## src/rtl/mips_pkg.sv

```systemverilog
`timescale 1ns/1ps
`default_nettype none
// +----------------------------------------------------------------------+
// | mips_pkg                                                               |
// | Opcode/funct encodings, FSM state and ALU operation types shared by    |
// | the bus-mastering MIPS core and its ALU.                               |
// | Revision: 1.0                                                          |
// +----------------------------------------------------------------------+
package mips_pkg;

  localparam logic [5:0] OP_RTYPE = 6'h00;
  localparam logic [5:0] OP_ADDIU = 6'h09;
  localparam logic [5:0] OP_SLTI  = 6'h0A;
  localparam logic [5:0] OP_SLTIU = 6'h0B;
  localparam logic [5:0] OP_ANDI  = 6'h0C;
  localparam logic [5:0] OP_ORI   = 6'h0D;
  localparam logic [5:0] OP_XORI  = 6'h0E;
  localparam logic [5:0] OP_LUI   = 6'h0F;
  localparam logic [5:0] OP_LW    = 6'h23;
  localparam logic [5:0] OP_SW    = 6'h2B;

  localparam logic [5:0] FN_SLL  = 6'h00;
  localparam logic [5:0] FN_SRL  = 6'h02;
  localparam logic [5:0] FN_SRA  = 6'h03;
  localparam logic [5:0] FN_JR   = 6'h08;
  localparam logic [5:0] FN_JALR = 6'h09;
  localparam logic [5:0] FN_ADDU = 6'h21;
  localparam logic [5:0] FN_SUBU = 6'h23;
  localparam logic [5:0] FN_AND  = 6'h24;
  localparam logic [5:0] FN_OR   = 6'h25;
  localparam logic [5:0] FN_XOR  = 6'h26;
  localparam logic [5:0] FN_SLT  = 6'h2A;
  localparam logic [5:0] FN_SLTU = 6'h2B;

  typedef enum logic [2:0] {
    ST_FETCH = 3'd0,
    ST_EXEC  = 3'd1,
    ST_MEM   = 3'd2,
    ST_WB    = 3'd3,
    ST_HALT  = 3'd4
  } state_e;

  typedef enum logic [3:0] {
    ALU_ADD  = 4'd0,
    ALU_SUB  = 4'd1,
    ALU_AND  = 4'd2,
    ALU_OR   = 4'd3,
    ALU_XOR  = 4'd4,
    ALU_SLT  = 4'd5,
    ALU_SLTU = 4'd6,
    ALU_SLL  = 4'd7,
    ALU_SRL  = 4'd8,
    ALU_SRA  = 4'd9,
    ALU_LUI  = 4'd10
  } alu_op_e;

  function automatic logic [31:0] sext16(input logic [15:0] v);
    return {{16{v[15]}}, v};
  endfunction

endpackage
`default_nettype wire

```

## src/rtl/mips_cpu_bus_core_if.sv

```systemverilog
`timescale 1ns/1ps
`default_nettype none
// +----------------------------------------------------------------------+
// | mips_cpu_bus_core_if                                                   |
// | Avalon-style memory-mapped bus shared by fetch and data accesses.      |
// | Revision: 1.0                                                          |
// +----------------------------------------------------------------------+
interface mips_cpu_bus_core_if;
  logic [31:0] address;
  logic        write;
  logic        read;
  logic        waitrequest;
  logic [31:0] writedata;
  logic [3:0]  byteenable;
  logic [31:0] readdata;

  modport master (
    output address, write, read, writedata, byteenable,
    input  waitrequest, readdata
  );

  modport slave (
    input  address, write, read, writedata, byteenable,
    output waitrequest, readdata
  );
endinterface
`default_nettype wire

```

## src/rtl/mips_alu.sv

```systemverilog
`timescale 1ns/1ps
`default_nettype none
// +----------------------------------------------------------------------+
// | mips_alu                                                               |
// | Combinational 32-bit ALU: add/sub, logic, shifts by shamt, slt/sltu.   |
// | Revision: 1.0                                                          |
// +----------------------------------------------------------------------+
module mips_alu
  import mips_pkg::*;
(
  input  alu_op_e     op,
  input  logic [31:0] a,
  input  logic [31:0] b,
  input  logic [4:0]  shamt,
  output logic [31:0] y
);

  // Shifts operate on b (the rt operand), matching the MIPS R-type shift form.
  always_comb begin
    y = 32'h0;
    case (op)
      ALU_ADD:  y = a + b;
      ALU_SUB:  y = a - b;
      ALU_AND:  y = a & b;
      ALU_OR:   y = a | b;
      ALU_XOR:  y = a ^ b;
      ALU_SLT:  y = {31'b0, ($signed(a) < $signed(b))};
      ALU_SLTU: y = {31'b0, (a < b)};
      ALU_SLL:  y = b << shamt;
      ALU_SRL:  y = b >> shamt;
      ALU_SRA:  y = $unsigned($signed(b) >>> shamt);
      ALU_LUI:  y = {b[15:0], 16'h0};
      default:  y = a + b;
    endcase
  end

endmodule
`default_nettype wire

```

## src/rtl/mips_cpu_bus_core.sv

```systemverilog
`timescale 1ns/1ps
`default_nettype none
// +----------------------------------------------------------------------+
// | mips_cpu_bus_core                                                      |
// | Multicycle MIPS32 subset core with one memory-mapped master port.      |
// | Revision: 1.0                                                          |
// +----------------------------------------------------------------------+
module mips_cpu_bus_core
  import mips_pkg::*;
#(
  parameter logic [31:0] RESET_VECTOR = 32'hBFC00000
) (
  input  logic                       clk,
  input  logic                       reset,
  output logic                       active,
  output logic [31:0]                register_v0,
  mips_cpu_bus_core_if.master        bus
);

  state_e      state_q, state_d;
  logic [31:0] pc_q, pc_d, npc_q, npc_d;
  logic [31:0] ir_q, ir_d;
  logic [31:0] result_q, result_d;
  logic        wb_en_q, wb_en_d;
  logic [4:0]  wb_idx_q, wb_idx_d;
  logic        cur_jump_q, cur_jump_d;
  logic [31:0] cur_target_q, cur_target_d;
  logic        pend_q, pend_d;
  logic [31:0] pend_target_q, pend_target_d;
  logic        active_q, active_d;
  logic        read_q, read_d;
  logic        write_q, write_d;
  logic [31:0] address_q, address_d;
  logic [31:0] writedata_q, writedata_d;

  logic [31:0] gpr_q [32];
  logic        reg_we;

  logic [5:0]  opcode, funct;
  logic [4:0]  rs, rt, rd, shamt;
  logic [15:0] imm;
  logic [31:0] rs_val, rt_val, simm, zimm;

  alu_op_e     alu_op;
  logic [31:0] alu_b, alu_y;
  logic        dec_wb, dec_mem, dec_load, dec_jump, dec_link;
  logic [4:0]  dec_idx;

  assign opcode = ir_q[31:26];
  assign rs     = ir_q[25:21];
  assign rt     = ir_q[20:16];
  assign rd     = ir_q[15:11];
  assign shamt  = ir_q[10:6];
  assign funct  = ir_q[5:0];
  assign imm    = ir_q[15:0];
  assign simm   = sext16(imm);
  assign zimm   = {16'h0, imm};
  assign rs_val = gpr_q[rs];
  assign rt_val = gpr_q[rt];

  always_comb begin
    alu_op   = ALU_ADD;
    alu_b    = rt_val;
    dec_wb   = 1'b0;
    dec_idx  = rd;
    dec_mem  = 1'b0;
    dec_load = 1'b0;
    dec_jump = 1'b0;
    dec_link = 1'b0;
    case (opcode)
      OP_RTYPE: begin
        dec_wb = 1'b1;
        case (funct)
          FN_ADDU: alu_op = ALU_ADD;
          FN_SUBU: alu_op = ALU_SUB;
          FN_AND:  alu_op = ALU_AND;
          FN_OR:   alu_op = ALU_OR;
          FN_XOR:  alu_op = ALU_XOR;
          FN_SLT:  alu_op = ALU_SLT;
          FN_SLTU: alu_op = ALU_SLTU;
          FN_SLL:  alu_op = ALU_SLL;
          FN_SRL:  alu_op = ALU_SRL;
          FN_SRA:  alu_op = ALU_SRA;
          FN_JR: begin
            dec_wb   = 1'b0;
            dec_jump = 1'b1;
          end
          FN_JALR: begin
            dec_jump = 1'b1;
            dec_link = 1'b1;
          end
          default: dec_wb = 1'b0;
        endcase
      end
      OP_ADDIU: begin alu_b = simm; dec_wb = 1'b1; dec_idx = rt; end
      OP_SLTI:  begin alu_op = ALU_SLT;  alu_b = simm; dec_wb = 1'b1; dec_idx = rt; end
      OP_SLTIU: begin alu_op = ALU_SLTU; alu_b = simm; dec_wb = 1'b1; dec_idx = rt; end
      OP_ANDI:  begin alu_op = ALU_AND;  alu_b = zimm; dec_wb = 1'b1; dec_idx = rt; end
      OP_ORI:   begin alu_op = ALU_OR;   alu_b = zimm; dec_wb = 1'b1; dec_idx = rt; end
      OP_XORI:  begin alu_op = ALU_XOR;  alu_b = zimm; dec_wb = 1'b1; dec_idx = rt; end
      OP_LUI:   begin alu_op = ALU_LUI;  alu_b = zimm; dec_wb = 1'b1; dec_idx = rt; end
      OP_LW: begin
        alu_b    = simm;
        dec_wb   = 1'b1;
        dec_idx  = rt;
        dec_mem  = 1'b1;
        dec_load = 1'b1;
      end
      OP_SW: begin
        alu_b   = simm;
        dec_mem = 1'b1;
      end
      default: ;
    endcase
    // A jump sitting in another jump's delay slot has no effect at all.
    if (dec_jump && pend_q) begin
      dec_jump = 1'b0;
      dec_link = 1'b0;
      dec_wb   = 1'b0;
    end
  end

  mips_alu u_alu (
    .op    (alu_op),
    .a     (rs_val),
    .b     (alu_b),
    .shamt (shamt),
    .y     (alu_y)
  );

  always_comb begin
    state_d       = state_q;
    pc_d          = pc_q;
    npc_d         = npc_q;
    ir_d          = ir_q;
    result_d      = result_q;
    wb_en_d       = wb_en_q;
    wb_idx_d      = wb_idx_q;
    cur_jump_d    = cur_jump_q;
    cur_target_d  = cur_target_q;
    pend_d        = pend_q;
    pend_target_d = pend_target_q;
    active_d      = active_q;
    read_d        = read_q;
    write_d       = write_q;
    address_d     = address_q;
    writedata_d   = writedata_q;

    case (state_q)
      ST_FETCH: begin
        if (!active_q) begin
          active_d  = 1'b1;
          read_d    = 1'b1;
          address_d = pc_q;
        end else if (!bus.waitrequest) begin
          ir_d    = bus.readdata;
          read_d  = 1'b0;
          state_d = ST_EXEC;
        end
      end
      ST_EXEC: begin
        wb_en_d      = dec_wb;
        wb_idx_d     = dec_idx;
        cur_jump_d   = dec_jump;
        cur_target_d = rs_val;
        result_d     = dec_link ? (pc_q + 32'd8) : alu_y;
        if (dec_mem) begin
          state_d     = ST_MEM;
          read_d      = dec_load;
          write_d     = !dec_load;
          address_d   = {alu_y[31:2], 2'b00};
          writedata_d = rt_val;
        end else begin
          state_d = ST_WB;
        end
      end
      ST_MEM: begin
        if (!bus.waitrequest) begin
          if (read_q) begin
            result_d = bus.readdata;
          end
          read_d  = 1'b0;
          write_d = 1'b0;
          state_d = ST_WB;
        end
      end
      ST_WB: begin
        if (pend_q) begin
          pc_d   = pend_target_q;
          pend_d = 1'b0;
        end else begin
          pc_d = npc_q;
        end
        npc_d = pc_d + 32'd4;
        if (cur_jump_q) begin
          pend_d        = 1'b1;
          pend_target_d = cur_target_q;
        end
        if (pend_q && (pend_target_q == 32'h0)) begin
          state_d  = ST_HALT;
          active_d = 1'b0;
        end else begin
          state_d   = ST_FETCH;
          read_d    = 1'b1;
          address_d = pc_d;
        end
      end
      ST_HALT: begin
        active_d = 1'b0;
        read_d   = 1'b0;
        write_d  = 1'b0;
      end
      default: state_d = ST_FETCH;
    endcase
  end

  always_ff @(posedge clk or negedge reset) begin
    if (!reset) begin
      state_q       <= ST_FETCH;
      pc_q          <= RESET_VECTOR;
      npc_q         <= RESET_VECTOR + 32'd4;
      ir_q          <= 32'h0;
      result_q      <= 32'h0;
      wb_en_q       <= 1'b0;
      wb_idx_q      <= 5'd0;
      cur_jump_q    <= 1'b0;
      cur_target_q  <= 32'h0;
      pend_q        <= 1'b0;
      pend_target_q <= 32'h0;
      active_q      <= 1'b0;
      read_q        <= 1'b0;
      write_q       <= 1'b0;
      address_q     <= RESET_VECTOR;
      writedata_q   <= 32'h0;
    end else begin
      state_q       <= state_d;
      pc_q          <= pc_d;
      npc_q         <= npc_d;
      ir_q          <= ir_d;
      result_q      <= result_d;
      wb_en_q       <= wb_en_d;
      wb_idx_q      <= wb_idx_d;
      cur_jump_q    <= cur_jump_d;
      cur_target_q  <= cur_target_d;
      pend_q        <= pend_d;
      pend_target_q <= pend_target_d;
      active_q      <= active_d;
      read_q        <= read_d;
      write_q       <= write_d;
      address_q     <= address_d;
      writedata_q   <= writedata_d;
    end
  end

  // r0 is never written, so it reads back as zero without a special case.
  assign reg_we = (state_q == ST_WB) && wb_en_q && (wb_idx_q != 5'd0);

  always_ff @(posedge clk or negedge reset) begin
    if (!reset) begin
      for (int i = 0; i < 32; i++) begin
        gpr_q[i] <= 32'h0;
      end
    end else if (reg_we) begin
      gpr_q[wb_idx_q] <= result_q;
    end
  end

  assign active         = active_q;
  assign register_v0    = gpr_q[2];
  assign bus.address    = address_q;
  assign bus.read       = read_q;
  assign bus.write      = write_q;
  assign bus.writedata  = writedata_q;
  assign bus.byteenable = 4'b1111;

endmodule
`default_nettype wire

```

## src/flat_wrapper.sv

```systemverilog
// flat-port wrapper written by rule: the top's interface ports become plain ports
module mips_cpu_bus_core_flat import mips_pkg::*;
#(
  parameter logic [31:0] RESET_VECTOR = 32'hBFC00000
)
  (clk, reset, active, register_v0, bus_address, bus_write, bus_read, bus_writedata, bus_byteenable, bus_waitrequest, bus_readdata);
  mips_cpu_bus_core_if bus_i ();
  input  logic clk;
  input  logic reset;
  output logic active;
  output logic [31:0] register_v0;
  output wire logic [$bits(bus_i.address)-1:0] bus_address;
  output wire logic [$bits(bus_i.write)-1:0] bus_write;
  output wire logic [$bits(bus_i.read)-1:0] bus_read;
  output wire logic [$bits(bus_i.writedata)-1:0] bus_writedata;
  output wire logic [$bits(bus_i.byteenable)-1:0] bus_byteenable;
  input wire logic [$bits(bus_i.waitrequest)-1:0] bus_waitrequest;
  input wire logic [$bits(bus_i.readdata)-1:0] bus_readdata;
  assign bus_address = bus_i.address;
  assign bus_write = bus_i.write;
  assign bus_read = bus_i.read;
  assign bus_writedata = bus_i.writedata;
  assign bus_byteenable = bus_i.byteenable;
  assign bus_i.waitrequest = bus_waitrequest;
  assign bus_i.readdata = bus_readdata;
  mips_cpu_bus_core #(.RESET_VECTOR(RESET_VECTOR)) u_core (.clk(clk), .reset(reset), .active(active), .register_v0(register_v0), .bus(bus_i));
endmodule
```

## config.mk

```make
export PLATFORM = sky130hd
export DESIGN_NAME = mips_cpu_bus_core_flat
export DESIGN_NICKNAME = d
export VERILOG_FILES = /design/src/rtl/mips_pkg.sv /design/src/rtl/mips_cpu_bus_core_if.sv /design/src/rtl/mips_alu.sv /design/src/rtl/mips_cpu_bus_core.sv /design/src/flat_wrapper.sv
export SDC_FILE = /design/constraint.sdc
export NUM_CORES = 2
export LEC_CHECK = 0
export BUFFER_PORTS_ARGS = -buffer_cell sky130_fd_sc_hd__buf_2
export CELL_PAD_IN_SITES_DETAIL_PLACEMENT = 1
export CELL_PAD_IN_SITES_GLOBAL_PLACEMENT = 1
export CORE_AREA = 2 2 490 492
export CTS_BUF_LIST = sky130_fd_sc_hd__clkbuf_8
export DETAILED_ROUTE_END_ITERATION = 10
export DIE_AREA = 0 0 492 494
export PLACE_DENSITY_LB_ADDON = 0.08
export RECOVER_POWER = 50
export SETUP_SLACK_MARGIN = 0.4
export SLEW_MARGIN = 25
export SYNTH_ARGS = -nofsm -noshare
export SYNTH_HDL_FRONTEND = slang
export SYNTH_SLANG_ARGS = --single-unit
```

## constraint.sdc

```tcl
create_clock -name clk -period 6.8 [get_ports clk]
set_clock_uncertainty 0.1 [all_clocks]
set_input_delay 0.68 -clock clk [delete_from_list [all_inputs] [get_ports clk]]
set_output_delay 0.68 -clock clk [all_outputs]
set_load 0.02 [all_outputs]
```

==> impl_metrics.py <==
metrics = {
    "grt": {
        "grt_pass1_vias": 63740,
        "grt_pass1_wl_um": 531000,
        "grt_antenna_before_repair": 28,
        "grtUsageTotal_pct": 30.8,
        "grt_max_degree": 158,
        "gr-total-overflow": 0,
    },
    "place": {
        "dpl.hpwl_um": 262000,
        "place.gp.congestion": 0.972,
        "portBuffers": 133,
        "place_area_sq_mm": 0.0840,
    },
    "route": {
        "antenna_left": 0,
        "drc": 0,
        "dr.pass1.iters": 5,
        "via_per_inst": 6.00,
        "wl_per_cell_um": 37.0,
        "drt-initial-drc-count": 5234,
        "vias": 61731,
        "drt_wl_total_um": 380000,
    },
    "layout": {
        "multi_input_area_sq_mm": 0.0428,
        "regArea_sq_mm": 0.0324,
        "largest_reg_flops": 992,
        "nets": 7049,
        "areaGrowthSynthToFinish_pct": 14.8,
        "fill_cells": 25402,
        "drive_above_1_share_pct": 36.7,
        "stdcell_area_sq_mm": 0.0896,
        "regMostFlops": "u_core.gpr_q",
    },
    "clocking": {
        "cts_buffers": 239,
        "clk_pin_slew_ps": 60,
        "worstSkewPairLatency_ps": 1060,
        "root_buffer": "clkbuf_8",
        "htree_levels": 4,
        "cts_tree": "yes",
        "cts.sinks": 1292,
        "clock_path_buffers": 3,
    },
    "synth": {
        "yosysTopAreaCellShare_pct": 40.5,
        "yosysTopAreaCell": "dfrtp_1",
        "synth_common_cells": "dfrtp_1 (1,264), mux2_2 (1,094), mux2i_1 (528)",
        "synth_seq_cells": 1292,
        "yosysMostFrequentCell": "dfrtp_1",
        "synth-seq-area-share_pct": 41.5,
        "syn_inst": 6711,
        "async_flop_share_pct": 100,
        "syn_area_sq_mm": 0.0781,
        "avgSynthCellArea_sq_um": 11.6,
        "synth_ff_type": "dfrtp_1",
        "synth_edf_count": 0,
        "ys_types": 102,
        "yosysWarnings": 0,
        "synthTopCellsByArea": "dfrtp_1 (41%), mux2_2 (16%), mux4_2 (11%), mux2i_1 (6.8%), a22oi_1 (2.2%)",
    },
    "sta": {
        "rsz0062_at_grt": "yes",
        "worst_pin_slew_ps": 3590,
        "period_needed_ps": 6270,
        "hold_violations": 0,
        "fin_hold_ws_ps": 297,
        "slew_violations": 860,
        "finalCritPeriodShare_pct": 92.3,
        "fmax_ghz": 0.159,
        "worst_slew_margin_rel_pct": -139,
        "setup_viol": 0,
    },
    "power_and_ir_drop": {
        "irDropWorstVdd_uv": 301,
        "sw_frac_of_total_pct": 51.5,
        "p_switching_w": 0.0242,
        "clkPwrFrac_pct": 16.4,
        "power_frac_comb_pct": 58.9,
        "p_leak_nw": 41.1,
        "p_int_w": 0.0228,
        "power.density_mw_per_mm2": 525,
        "seq_power_share_pct": 24.7,
    },
    "floorplanning": {
        "die_area_sq_mm": 0.243,
        "initial_utilization_pct": 32.9,
        "die_h_um": 494,
        "die_x_um": 492,
        "coreArea_sq_mm": 0.237,
        "ios": 138,
        "core.rowCount": 179,
    },
    "critical_path": {
        "critPathCaptureType": "flop",
        "cp_slowest_cell": "dfrtp_4",
        "crit_family": "compound AO/OA/AOI/OAI gates",
        "rrSetupSlack_ps": 530,
        "required_ps": 7580,
        "slowest_delay_ps": 660,
        "cp_common_cell": "buf_4",
        "worstPathMaxFanout": 18,
        "crit_type": "reg2reg",
        "crit_arrival_ps": 7060,
        "startpoint_type": "flop",
        "crit_chain": "buf_4 > buf_4 > mux4_2 > a22o_1 > a221oi_1 > nand3_2 > buf_4 > a211oi_1 > a211oi_1 > o22a_1 > or2_2 > a311oi_1 > a221oi_1 > buf_4 > o21ai_0 > a21oi_1",
        "path_buf_inv": 4,
    },
    "min_path": {
        "hold_path_class": "reg2reg",
    },
    "outcome": {
        "outcome": "finished with violations",
        "violations": "capacitance limit, slew limit",
    },
    "job": {
        "drv_cap": 14,
    },
}
-- kinds of logic after synthesis --
group / share of synthesized area, %
AND/OR/NAND/NOR: 6.70
buffers and inverters: 4.56
other: 0.00480
adder cells (fa/ha/maj): 1.62
multiplexers: 33.9
AO/OA/AOI/OAI: 10.9
flip-flops: 41.5
XOR/XNOR: 0.864
-- routing by layer --
| layer | vias up | global-route usage, % | share of wire, % |
|---|---|---|---|
| met5 | - | 0 | 0.033 |
| met4 | 16 | 14.2 | 5.4 |
| met3 | 660 | 4.82 | 5.1 |
| met2 | 1983 | 48.8 | 46 |
| met1 | 33457 | 41.3 | 44 |
| li1 | 25615 | - | - |
-- cell type report --
class / instances / area share (%)
multi-input cells: 4634 / 47.7
well taps: 3167 / 4.42
clock inverters: 134 / 0.872
flip-flops and latches: 1292 / 36.2
repair buffers: 628 / 5.72
inverters: 119 / 0.498
diodes: 16 / 0.0447
clock buffers: 295 / 4.53
-- power groups by stage --
stage	clock, W	combinational, W	sequential (W)
final	0.00772	0.0277	0.0116
after global routing	0.00828	0.0288	0.0118
after CTS	0.00796	0.0270	0.0115
after detailed placement	0	0.0267	0.0117
after global placement	0	0.0266	0.0116
after floorplan	0	0.0150	0.0104
-- worst paths after layout --
path                               startpoint                    end  depth (start not counted)
setup / recovery              u_core.ir_q[16]  u_core.bus.address[3]                         16
hold / removal             u_core.gpr_q[1009]     u_core.gpr_q[1009]                          0
setup reg to reg              u_core.ir_q[16]  u_core.bus.address[3]                         16
hold reg to reg            u_core.gpr_q[1009]     u_core.gpr_q[1009]                          0
max in group asynchronous               reset     u_core.gpr_q[1020]                          4
min in group asynchronous               reset    u_core.result_q[24]                          2
-- stage by stage --
| step | cells | setup slack, ps | utilization [%] | TNS [ps] | power (W) |
|---|---|---|---|---|---|
| floorplan | 6714 | 810 | - | 0 | 0.0254 |
| finish | 10285 | 527 | 37.8 | 0 | 0.0470 |
| global route | 10277 | 276 | 37.7 | 0 | 0.0489 |
| detailed placement | 9785 | -57.5 | 35.4 | -57.5 | 0.0384 |
| CTS | 10254 | 357 | 37.6 | 0 | 0.0465 |
| global placement | 9780 | -48.0 | 35.3 | -48.0 | 0.0383 |
-- cells in the final DEF (no fill, tap or decap), types with 20 or more instances in the layout --
cell type | Yosys | final
dfrtp_1 | 1264 | 1237
nand2b_1 | 28 | 27
a22oi_1 | 225 | 225
nand2_1 | 413 | 396
clkinv_2 | 0 | 23
clkbuf_1 | 432 | 23
nor4_1 | 42 | 30
nand3_1 | 84 | 83
dfrtp_2 | 0 | 20
a221oi_1 | 27 | 26
o21ai_1 | 21 | 26
xor2_1 | 37 | 37
dlygate4sd3_1 | 0 | 34
nor2b_1 | 35 | 30
o22ai_1 | 21 | 21
buf_12 | 3 | 34
o211ai_1 | 32 | 32
dfstp_2 | 28 | 28
xnor2_1 | 40 | 40
a31oi_1 | 34 | 33
nor3_1 | 74 | 68
mux2i_1 | 528 | 520
buf_2 | 43 | 118
nand4_1 | 29 | 29
mux4_2 | 391 | 391
a21o_1 | 27 | 26
ha_1 | 98 | 95
a211oi_1 | 31 | 31
clkbuf_8 | 0 | 295
o21ai_0 | 319 | 311
o31ai_1 | 28 | 26
inv_1 | 114 | 206
nor2_1 | 280 | 262
and3_1 | 23 | 20
a21oi_1 | 337 | 326
buf_4 | 49 | 386
mux2_2 | 1094 | 1094
-- what timing repair did --
action	4_1_cts	5_1_grt
hold endpoints to repair	132	0
resized for setup	15	49
setup endpoints to repair	25	28
pin swaps	0	8
hold buffers	34	0
buffers inserted	5	11
cloned	1	3
Power figures use the tool's default switching activity.
